`config.mk`:
```
export PLATFORM = sky130hd
export DESIGN_NAME = retire_trace_fifo
export DESIGN_NICKNAME = d
export VERILOG_FILES = /design/src/rtl/retire_trace_fifo.sv
export SDC_FILE = /design/constraint.sdc
export NUM_CORES = 1
export LEC_CHECK = 0
export CELL_PAD_IN_SITES_DETAIL_PLACEMENT = 0
export CELL_PAD_IN_SITES_GLOBAL_PLACEMENT = 1
export CORE_ASPECT_RATIO = 1.1
export CORE_MARGIN = 2
export CORE_UTILIZATION = 50
export CTS_BUF_LIST = sky130_fd_sc_hd__clkbuf_4
export DETAILED_ROUTE_END_ITERATION = 8
export GPL_ROUTABILITY_DRIVEN = 1
export PLACE_DENSITY_LB_ADDON = 0.1
export SKIP_CTS_REPAIR_TIMING = 1
export SYNTH_ARGS = -nofsm -noshare
export SYNTH_HDL_FRONTEND = slang
export SYNTH_SLANG_ARGS = --single-unit
```
`constraint.sdc`:
```
create_clock -name clk -period 24.3 [get_ports clk]
set_input_delay 7.29 -clock clk [delete_from_list [all_inputs] [get_ports clk]]
set_output_delay 7.29 -clock clk [all_outputs]
set_load 0.005 [all_outputs]
```
`src/rtl/retire_trace_fifo.sv`:
```
// retire_trace_fifo: show-ahead FIFO of sequence-tagged retire records with drop accounting
module retire_trace_fifo #(
  parameter int XLEN = 32,
  parameter int DEPTH = 8,
  parameter int CNTW = 16
) (
  input  logic                     clk,
  input  logic                     rst,
  input  logic                     ret_valid,
  input  logic [XLEN-1:0]          ret_pc,
  input  logic [XLEN-1:0]          ret_instr,
  input  logic                     ret_rd_we,
  input  logic [4:0]               ret_rd,
  input  logic [XLEN-1:0]          ret_rd_data,
  input  logic                     ret_mem_we,
  input  logic [XLEN-1:0]          ret_mem_addr,
  input  logic [XLEN-1:0]          ret_mem_data,
  input  logic                     flush,
  output logic                     chk_valid,
  input  logic                     chk_ready,
  output logic [31:0]              chk_seq,
  output logic [XLEN-1:0]          chk_pc,
  output logic [XLEN-1:0]          chk_instr,
  output logic                     chk_rd_we,
  output logic [4:0]               chk_rd,
  output logic [XLEN-1:0]          chk_rd_data,
  output logic                     chk_mem_we,
  output logic [XLEN-1:0]          chk_mem_addr,
  output logic [XLEN-1:0]          chk_mem_data,
  output logic [$clog2(DEPTH):0]   count,
  output logic                     full,
  output logic                     overflow,
  output logic [CNTW-1:0]          retired_cnt,
  output logic [CNTW-1:0]          dropped_cnt
);
  localparam int AW = $clog2(DEPTH);
  typedef struct packed {
    logic [31:0]     seq;
    logic [XLEN-1:0] pc;
    logic [XLEN-1:0] instr;
    logic            rd_we;
    logic [4:0]      rd;
    logic [XLEN-1:0] rd_data;
    logic            mem_we;
    logic [XLEN-1:0] mem_addr;
    logic [XLEN-1:0] mem_data;
  } rec_t;
  rec_t mem [DEPTH];
  rec_t head;
  logic [AW-1:0] wr_ptr, rd_ptr;
  logic [31:0] seq;
  logic pop, push, drop;
  assign chk_valid = count != '0;
  assign full = count == (AW+1)'(DEPTH);
  assign pop = chk_valid && chk_ready;
  assign push = ret_valid && (!full || pop);
  assign drop = ret_valid && full && !pop;
  assign head = mem[rd_ptr];
  assign chk_seq = head.seq;
  assign chk_pc = head.pc;
  assign chk_instr = head.instr;
  assign chk_rd_we = head.rd_we;
  assign chk_rd = head.rd;
  assign chk_rd_data = head.rd_data;
  assign chk_mem_we = head.mem_we;
  assign chk_mem_addr = head.mem_addr;
  assign chk_mem_data = head.mem_data;
  always_ff @(posedge clk) begin
    if (push && !rst && !flush)
      mem[wr_ptr] <= {seq, ret_pc, ret_instr, ret_rd_we, ret_rd, ret_rd_data,
                      ret_mem_we, ret_mem_addr, ret_mem_data};
  end
  always_ff @(posedge clk) begin
    if (rst) begin
      wr_ptr <= '0;
      rd_ptr <= '0;
      count <= '0;
      seq <= '0;
      overflow <= 1'b0;
      retired_cnt <= '0;
      dropped_cnt <= '0;
    end else if (flush) begin
      wr_ptr <= '0;
      rd_ptr <= '0;
      count <= '0;
    end else begin
      if (push) begin
        wr_ptr <= wr_ptr + AW'(1);
        seq <= seq + 32'd1;
        retired_cnt <= retired_cnt + CNTW'(retired_cnt != '1);
      end
      if (pop) rd_ptr <= rd_ptr + AW'(1);
      if (drop) begin
        dropped_cnt <= dropped_cnt + CNTW'(dropped_cnt != '1);
        overflow <= 1'b1;
      end
      count <= count + (AW+1)'(push) - (AW+1)'(pop);
    end
  end
endmodule

```
# After elaboration in Yosys (flattened, before gate mapping)
# Memories as Yosys holds them, arrays and structs flattened. A register that Yosys moved wholly into a read port is not among the register bits.
# Index checks and enable logic that the tools add are counted.
# word_totals
mem_count	1
in_bits	172
regBits	75
ram_bits	1592
# op_classes
reduce_logical	15
n_addsub	7
muxes	4
eq_ne	3
bitwise_logic	1
# memory_table
name	depth	word_bits	read_ports	rd_clocked_by_memory_dff	write_ports	line_no	text
mem	8	199	1	1	1	48	rec_t mem [DEPTH];
# op_table
cell	n
$add A16 B1 Y16	2
$add A32 B1 Y32 const B	1
$ne A16 B16 Y1 const B	2
$add A3 B1 Y3 const B	2
$logic_and A1 B1 Y1	6
$mux W3	2
$add A4 B1 Y4	1
$eq A4 B4 Y1 const B	1
$logic_not A1 Y1	4
$reduce_and A2 Y1	2
$reduce_bool A4 Y1	1
$sub A4 B1 Y4	1
$mux W1	2
$reduce_or A2 Y1	1
$logic_or A1 B1 Y1	1
$not A1 Y1	1

# Depth between registers and ports, before layout
# Gate-level depths: netlist of the first run.
# logic_depth
ltp_word	8
mapped_depth	12
ltp_nobuf	12

# Worst setup path after synthesis of the first run
# Ideal clock, no wire load.
# synth_path
path_kind	input -> register
start	in chk_ready
end	mem mem[0][0] in the netlist's numbering, enable pin
path_slack_ns	1.841
arrival_time_ns	21.457
required_ns	23.298
path_stages	5
n_path_buf	0
path_cell_list	nand2b_1 nand2_1 nand2_1 or3_1 nor3_1
# synth_between
elab_chain_cells	7
# synth_lines
item	line_no	text
start: declaration	20	input logic chk_ready,
$logic_and A1 B1 Y1	55	assign pop = chk_valid && chk_ready;
$logic_or A1 B1 Y1	56	assign push = ret_valid && (!full || pop);
$logic_and A1 B1 Y1	56	
$logic_and A1 B1 Y1 (2 in a row)	69	if (push && !rst && !flush)
$mux W1	69	
$mux W1 (implied by the code)	70	mem[wr_ptr] <= {seq, ret_pc, ret_instr, ret_rd_we, ret_rd, ret_rd_data,
end: declaration	48	
# No other way between the ends.

==> results of run 1 <==
[worst max-delay path, cell delays in order (launching register included)]
cell,delay (ns)
dfxtp_4,1.00
buf_4,0.88
buf_4,0.88
buf_4,0.80
mux4_2,0.60
mux2_2,0.27
clkdlybuf4s50_1,0.52
[power by group]
group	leakage (nW)	internal [mW]	total (mW)	switching, mW
Clock	2.96	1.11	2.17	1.06
Sequential	14.7	3.16	3.17	0.00849
Combinational	5.19	0.130	0.237	0.107
Total	22.8	4.40	5.58	1.18
[cell usage in the layout (no fill, tap or decap), drive strengths merged, types with 10 or more instances in the layout]
cell           Yosys  layout
xnor2             19      19
dfxtp             78      78
a21oi             16      16
edfxtp          1592    1592
clkbuf            79     583
clkinv             0     125
inv                9      14
nand4             20      20
diode              0      11
buf               42      44
mux4             398     398
ha                14      14
nand2             30      30
nand3             38      38
xor2              35      35
clkdlybuf4s50      0     408
nor3              10      10
nor2              71      71
mux2             199     199
[metrics by stage]
step	power [mW]	hold slack [ns]	std cells	setup slack, ns
3_5_place_dp	3.47	0.474	4708	11.66
4_1_cts	5.67	0.486	5422	10.26
6_report	5.58	0.492	5433	10.70
2_1_floorplan	3.35	0.454	2721	1.84
3_3_place_gp	3.47	0.457	4708	11.71
5_1_grt	5.83	0.524	5428	9.95
[cell usage after synthesis, drive strengths merged]
| master | number |
|---|---|
| fa | 1 |
| or4 | 7 |
| ha | 14 |
| mux4 | 398 |
| o211a | 1 |
| a211oi | 2 |
| dfxtp | 78 |
| nand2b | 4 |
| nand4 | 20 |
| xnor2 | 19 |
| a21o | 1 |
| or3 | 7 |
| xor2 | 35 |
| nand3 | 38 |
| o21ai | 5 |
| nand2 | 30 |
| or2 | 2 |
| mux2 | 199 |
| or3b | 1 |
| nor2b | 5 |
| buf | 42 |
| clkbuf | 79 |
| and4 | 7 |
| a21oi | 16 |
| edfxtp | 1592 |
| and3 | 6 |
| inv | 9 |
| nor4 | 5 |
| and2 | 5 |
| nor2 | 71 |
| o31ai | 7 |
| mux2i | 5 |
| nor3 | 10 |
[worst max-delay path by stage]
stage,start,end,slack (ns),depth (start not counted)
finish,flop,chk_rd_data[3],10.70,6
global route,flop,chk_rd_data[3],9.95,6
CTS,flop,chk_rd_data[3],10.26,6
detailed placement,flop,chk_rd_data[3],11.66,6
global placement,flop,chk_rd_data[3],11.71,6
floorplan,chk_ready,mem[0][0],1.84,5
[metal layers]
metal	vias up	part of all wire
met5	-	0.0011
met4	24	0.016
met3	202	0.068
met2	837	0.52
met1	16000	0.40
li1	13300	-
[cell type report]
class | instances | area [um^2] | share of cell area
inverter | 9 | 33.8 | 0.000455
timing repair buffer | 452 | 4500 | 0.0606
sequential | 1670 | 49400 | 0.665
antenna | 11 | 27.5 | 0.000371
tap | 1656 | 2070 | 0.0279
clock buffer | 583 | 4380 | 0.0590
clock inverter | 131 | 542 | 0.00730
multi-input combinational | 921 | 13300 | 0.179
[cells by family after synthesis]
kind of cell	Yosys count
adders and majority gates	15
DFF	1670
buffers and inverters	130
AOI/OAI and AO/OA	32
xor gates and xnor gates	54
muxes	602
and+or+nand+nor	218
[sequential cells by signal, summed over array words and instances (netlist names), named ones only]
signal       cells
count            4
seq             32
rd_ptr           3
wr_ptr           3
retired_cnt     16
dropped_cnt     16
mem           1592
overflow         1
==> impl_metrics.toml, run 1 <==
[status]
outcome = "finished, final reports clean"

[clock_tree]
clockBufferDepth = 4
cts_buffers = 424
cts.sinks = 1670
clk_latency_ns = 1.31
cts.clk_slew.worst_paths_ns = 0.06
cts_max_level = 5
tritoncts = "done"
cts-root-buf = "clkbuf_4"

[global_routing]
grt.overflow.total = 0
grt_max_degree = 153
use_met1 = 0.265
met2_usage = 0.364
grt_pass1_vias = 33400
grtUsageTotal = 0.215
grt_use_met3 = 0.0677
grt_pass1_wl_mm = 203
grt_busiest_layer = "met2"
antenna_found_initial = 20

[critical_path]
reg2reg_to = "mem[6][107]"
cp.required_ns = 17.01
cp_max_fo = 49
worst_setup_path_end_kind = "output pin"
path_class = "flop to output pin"
r2r_start = "count[2]"
r2r_slack_ns = 19.49
cp_data_arrival_time_ns = 6.31
rr_worst_depth = 10
crit_path_start_kind = "flop"

[yosys]
muxShareOfSynthArea = 0.178
synthXorXnorAreaFrac = 0.00749
yosysSeqAreaShare = 0.782
ys_warn_count = 0
synth_fp_nets = 2908
yosys.area.top_type_share = 0.757
yosys.area_share.simple = 0.0177
synth_area_leaders = "edfxtp_1 76%, mux4_2 14%, mux2_2 3.6%"
synth_top_family_by_area = "multiplexers"
postSynthCellCount = 2721
syn_area_um2 = 63100
yosysUniqueCellTypes = 39
synth_compound_area_frac = 0.00301
synth-adder-area-share = 0.00309
ys_seq_elements = 1670
synth_area_per_cell_um2 = 23.2
synth_area_leader_cell = "edfxtp_1"

[worst_hold_path]
min_from = "rd_ptr[1]"
worstHoldPathType = "flop to flop"
hold_path_depth = 2

[die]
rows = 136
die_w_um = 343
io_pins = 410
die_area_um2 = 129000
initial_core_util = 0.505
die_h_um = 377
core_um2 = 125000

[route]
vias = 30300
vias_per_cell = 5.58
ant_nets = 0
wirelength_mm = 137
wl_per_cell_um = 25.2
drtIter0Drc = 1892
drcViolationCount = 0
dr.pass1.iters = 7

[final_layout]
areaGrowthSynthToFinish_pct = 17.6
drive_above_1_share = 0.337
final_util = 0.593
nets = 3665
fillCellCount = 9138
stdcell_area_um2 = 74200

[timing]
slew_violations = 0
finalHoldViolCount = 0
max-slew-margin-rel = 0.174
fin_crit_sh = 0.560
skew_ns = 0.0953
setup_viol = 0
max_freq_mhz = 73.5
tightest_slew_ns = 1.23
tns_ns = 0
fin_crit_ns = 13.60
rsz0062_at_grt = "false"

[power]
power_density_nw_per_um2 = 75.2
vdd_ir_drop_max_mv = 0.0583
cellLeakagePower_nw = 22.8

[placed_design]
io_buffer_count = 409
place.gp.congestion = 0.742
dpl.hpwl_mm = 72.0
place_area_um2 = 69300

[job]
drv_cap = 0
(Power assumes the default switching activity.)
==> run 2: changes to the inputs <==
- CORE_UTILIZATION: 50 -> 49
- clock period: 24.3 -> 12.1 ns (I/O delays scaled with it)
==> impl_metrics.toml, run 2 (synthesis gave the netlist of run 1 again) <==
[global_routing]
grt_pass1_wl_mm = 204
grt.overflow.total = 0
grtUsageTotal = 0.209
grt_pass1_vias = 33400
grt_max_degree = 161
antenna_found_initial = 20

[final_layout]
drive_above_1_share = 0.344
nets = 3664
final_cells = 5427
largestRegisters = "mem: 1592 flops, seq: 32 flops"
layout_commonest_cell = "edfxtp_1"
largest_register_ffs = 1592
top_register = "mem"
final_util = 0.580
stdcell_area_um2 = 74400
final_cell_mix = "1592 x edfxtp_1, 613 x clkbuf_4, 408 x clkdlybuf4s50_1, 398 x mux4_2, 199 x mux2_2"
areaGrowthSynthToFinish_pct = 17.9

[clock_tree]
cts_buffers = 429
clk_latency_ns = 1.27
tritoncts = "done"
cts.clk_slew.worst_paths_ns = 0.06
clockBufferDepth = 4
cts.sinks = 1670
cts_max_level = 5
cts-root-buf = "clkbuf_4"

[placed_design]
place_area_um2 = 69400
place.gp.congestion = 0.730
dpl.hpwl_mm = 70.2
io_buffer_count = 409
dpl.cell_count = 4726

[power]
vdd_ir_drop_max_mv = 0.0778
cellLeakagePower_nw = 22.9
power_density_nw_per_um2 = 152

[timing]
setup_viol = 0
finalHoldViolCount = 0
slew_violations = 0
rsz0062_at_grt = "false"
fin_crit_sh = 0.710
fin_crit_ns = 8.59
max-slew-margin-rel = 0.239
max_freq_mhz = 116
tightest_slew_ns = 1.14
skew_ns = 0.0966

[route]
vias = 30300
vias_per_cell = 5.59
wl_per_cell_um = 25.0
drtIter0Drc = 1763
dr.pass1.iters = 5
drcViolationCount = 0
ant_nets = 0
wirelength_mm = 136

[job]
drv_cap = 0

[critical_path]
r2r_start = "count[2]"
crit_path_start_kind = "flop"
cp.required_ns = 8.47
path_class = "flop to output pin"
worst_setup_path_end_kind = "output pin"
cp_max_fo = 46
cp_data_arrival_time_ns = 4.96

[die]
initial_core_util = 0.492
die_h_um = 380
core_um2 = 128000
die_w_um = 346
rows = 138
io_pins = 410
die_area_um2 = 132000

[status]
outcome = "finished, final reports clean"

[worst_hold_path]
min_from = "rd_ptr[1]"
worstHoldPathType = "flop to flop"
==> run 2: cell count changes in the layout (fill, tap and decap cells not counted), sizes merged <==
cell / previous run / this run
buf: 44 / 38
bufinv: 1 / 4
clkbuf: 583 / 613
clkinv: 125 / 78
diode: 11 / 5
inv: 14 / 10
==> run 2: routing by layer <==
layer	vias up	GRT usage	part of all wire
met3	173	0.0606	0.065
li1	13200	-	-
met2	892	0.338	0.50
met1	16000	0.276	0.42
met4	28	0.0651	0.015
met5	-	0	0.0013
==> run 2: final timing paths <==
| path | to | slack, ns | depth (start not counted) |
|---|---|---|---|
| worst max register to register | mem[5][153] | 8.00 | 9 |
| worst min register to register | flop | 0.47 | 2 |
| worst max-delay path | chk_mem_addr[2] | 3.51 | 5 |
| worst min-delay path | flop | 0.47 | 2 |
==> run 2: area by class of cell <==
cell class / instances / area [um^2]
diodes: 5 / 12.5
clock buffers: 613 / 4600
clock inverters: 83 / 437
fillers: 9585 / 53900
inverters: 9 / 33.8
multi-input cells: 921 / 13300
flip-flops and latches: 1670 / 49400
well taps: 1680 / 2100
repair buffers: 446 / 4550
==> run 2: worst max-delay path, cell delays in order (launching register included) <==
cell             delay, ns
dfxtp_4               0.97
buf_4                 0.50
buf_4                 0.78
mux4_2                0.59
mux2_2                0.30
clkdlybuf4s50_1       0.47
==> run 2: stage by stage <==
step / setup WS [ns] / hold slack (ns) / power, mW / setup TNS, ns
after detailed placement: 4.61 / 0.460 / 6.98 / 0
after global placement: 4.66 / 0.454 / 6.97 / 0
after global routing: 2.98 / 0.519 / 11.8 / 0
after floorplan: -1.34 / 0.454 / 6.72 / -1291.33
final: 3.51 / 0.469 / 11.3 / 0
after CTS: 3.13 / 0.469 / 11.5 / 0
==> run 2: power breakdown <==
part	switching [mW]	leakage (nW)	internal [mW]
logic	0.218	5.17	0.262
registers	0.0165	14.7	6.35
clock network	2.08	3.03	2.38
total	2.32	22.9	8.99
==> run 3: changes to the inputs <==
- clock period: 12.1 -> 7.86 ns (I/O delays scaled with it)
==> impl_metrics.toml, run 3 (synthesis gave the netlist of run 1 again) <==
[status]
outcome = "finished, final reports clean"

[final_layout]
fillCellCount = 9562
largestRegisters = "mem: 1592 flops, seq: 32 flops"
final_cell_mix = "1592 x edfxtp_1, 586 x clkbuf_4, 408 x clkdlybuf4s50_1, 398 x mux4_2, 199 x mux2_2"
drive_above_1_share = 0.345
largest_register_ffs = 1592
areaGrowthSynthToFinish_pct = 18.6
final_cells = 5490
stdcell_area_um2 = 74900
nets = 3684
final_util = 0.584
top_register = "mem"
layout_commonest_cell = "edfxtp_1"

[worst_hold_path]
worstHoldPathType = "flop to flop"
hold_path_depth = 2
hold_end = "overflow"
min_from = "overflow"

[clock_tree]
clk_latency_ns = 1.30
cts-root-buf = "clkbuf_4"
cts_buffers = 420
tritoncts = "done"
cts.sinks = 1670
cts.clk_slew.worst_paths_ns = 0.07
cts_max_level = 5
clockBufferDepth = 4

[global_routing]
grt_pass1_wl_mm = 206
grt.overflow.total = 0
grt_pass1_vias = 33300
grtUsageTotal = 0.212
grt_max_degree = 103
antenna_found_initial = 22

[critical_path]
cp_max_fo = 75
r2r_slack_ns = 4.52
path_class = "flop to output pin"
worst_path_max_delay_cell = "dfxtp_4"
cp_data_arrival_time_ns = 4.25
slowest_delay_ns = 0.89
worstPathCellList = "buf_12, mux4_2, mux2_2, clkdlybuf4s50_1"
rr_worst_depth = 9
crit_path_start_kind = "flop"
cp.required_ns = 5.50
reg2reg_to = "mem[6][90]"
r2r_start = "count[2]"
worst_setup_path_end_kind = "output pin"

[die]
die_w_um = 346
die_area_um2 = 132000
die_h_um = 380
core_um2 = 128000
initial_core_util = 0.492
io_pins = 410
rows = 138

[placed_design]
dpl.hpwl_mm = 75.2
place.gp.congestion = 0.738
pre_cts_slack_ns = 2.39
dpl.cell_count = 4755
io_buffer_count = 409
place_area_um2 = 69800

[power]
power_density_nw_per_um2 = 231
vdd_ir_drop_max_mv = 0.125
seq_power_share = 0.565
cellLeakagePower_nw = 23.1
internal-power_mw = 13.7
p_clk_frac = 0.392
swShare = 0.209
power.switching_mw = 3.63
power_frac_comb = 0.043
finalPower_mw = 17.3

[timing]
fin_crit_ns = 6.60
tns_ns = 0
slew_violations = 0
max-slew-margin-rel = 0.223
timing.hold.ws_ns = 0.486
setup_viol = 0
fin_crit_sh = 0.840
tightest_slew_ns = 1.16
rsz0062_at_grt = "false"
setup_slack_ns = 1.26
finalHoldViolCount = 0
max_freq_mhz = 151
skew_ns = 0.0913

[route]
ant_nets = 0
drcViolationCount = 0
vias = 30300
dr.pass1.iters = 5
vias_per_cell = 5.52
drtIter0Drc = 1936
wl_per_cell_um = 25.0
wirelength_mm = 137

[job]
drv_cap = 0
## run 3: layout make-up
type,count,area (um^2),share of cell area
well taps,1680,2100,0.0281
clock inverters,129,597,0.00797
multi-input cells,921,13300,0.178
inverters,9,33.8,0.000451
clock buffers,586,4400,0.0587
repair buffers,475,5000,0.0667
diodes,20,50.0,0.000668
flip-flops and latches,1670,49400,0.659
## run 3: worst max-delay path, delay by kind of cell, from the launching register on
family | cells | cell delay, ns
buf+inv | 2 | 0.97
flops | 1 | 0.89
mux | 2 | 0.88
## run 3: power by group through the flow
stage          combinational [mW]  sequential (mW)  clock [mW]
2_1_floorplan               0.356             9.99           0
3_5_place_dp                0.762             9.99           0
3_3_place_gp                0.746             9.99           0
6_report                    0.748             9.80        6.79
5_1_grt                     0.808             9.80        7.50
4_1_cts                     0.766             9.80        7.03
## run 3: how the worst max path moves through the flow
stage,endpoint
finish,chk_mem_addr[10]
global route,chk_rd_data[14]
CTS,chk_mem_data[14]
detailed placement,mem[7][94]
global placement,mem[7][90]
floorplan,mem[2][0]
## run 3: layer usage
layer	up-vias	global-route usage	part of all wire
met2	843	0.355	0.51
met1	16000	0.266	0.40
met3	188	0.0627	0.064
met5	-	0	0.0010
met4	24	0.0671	0.016
li1	13300	-	-
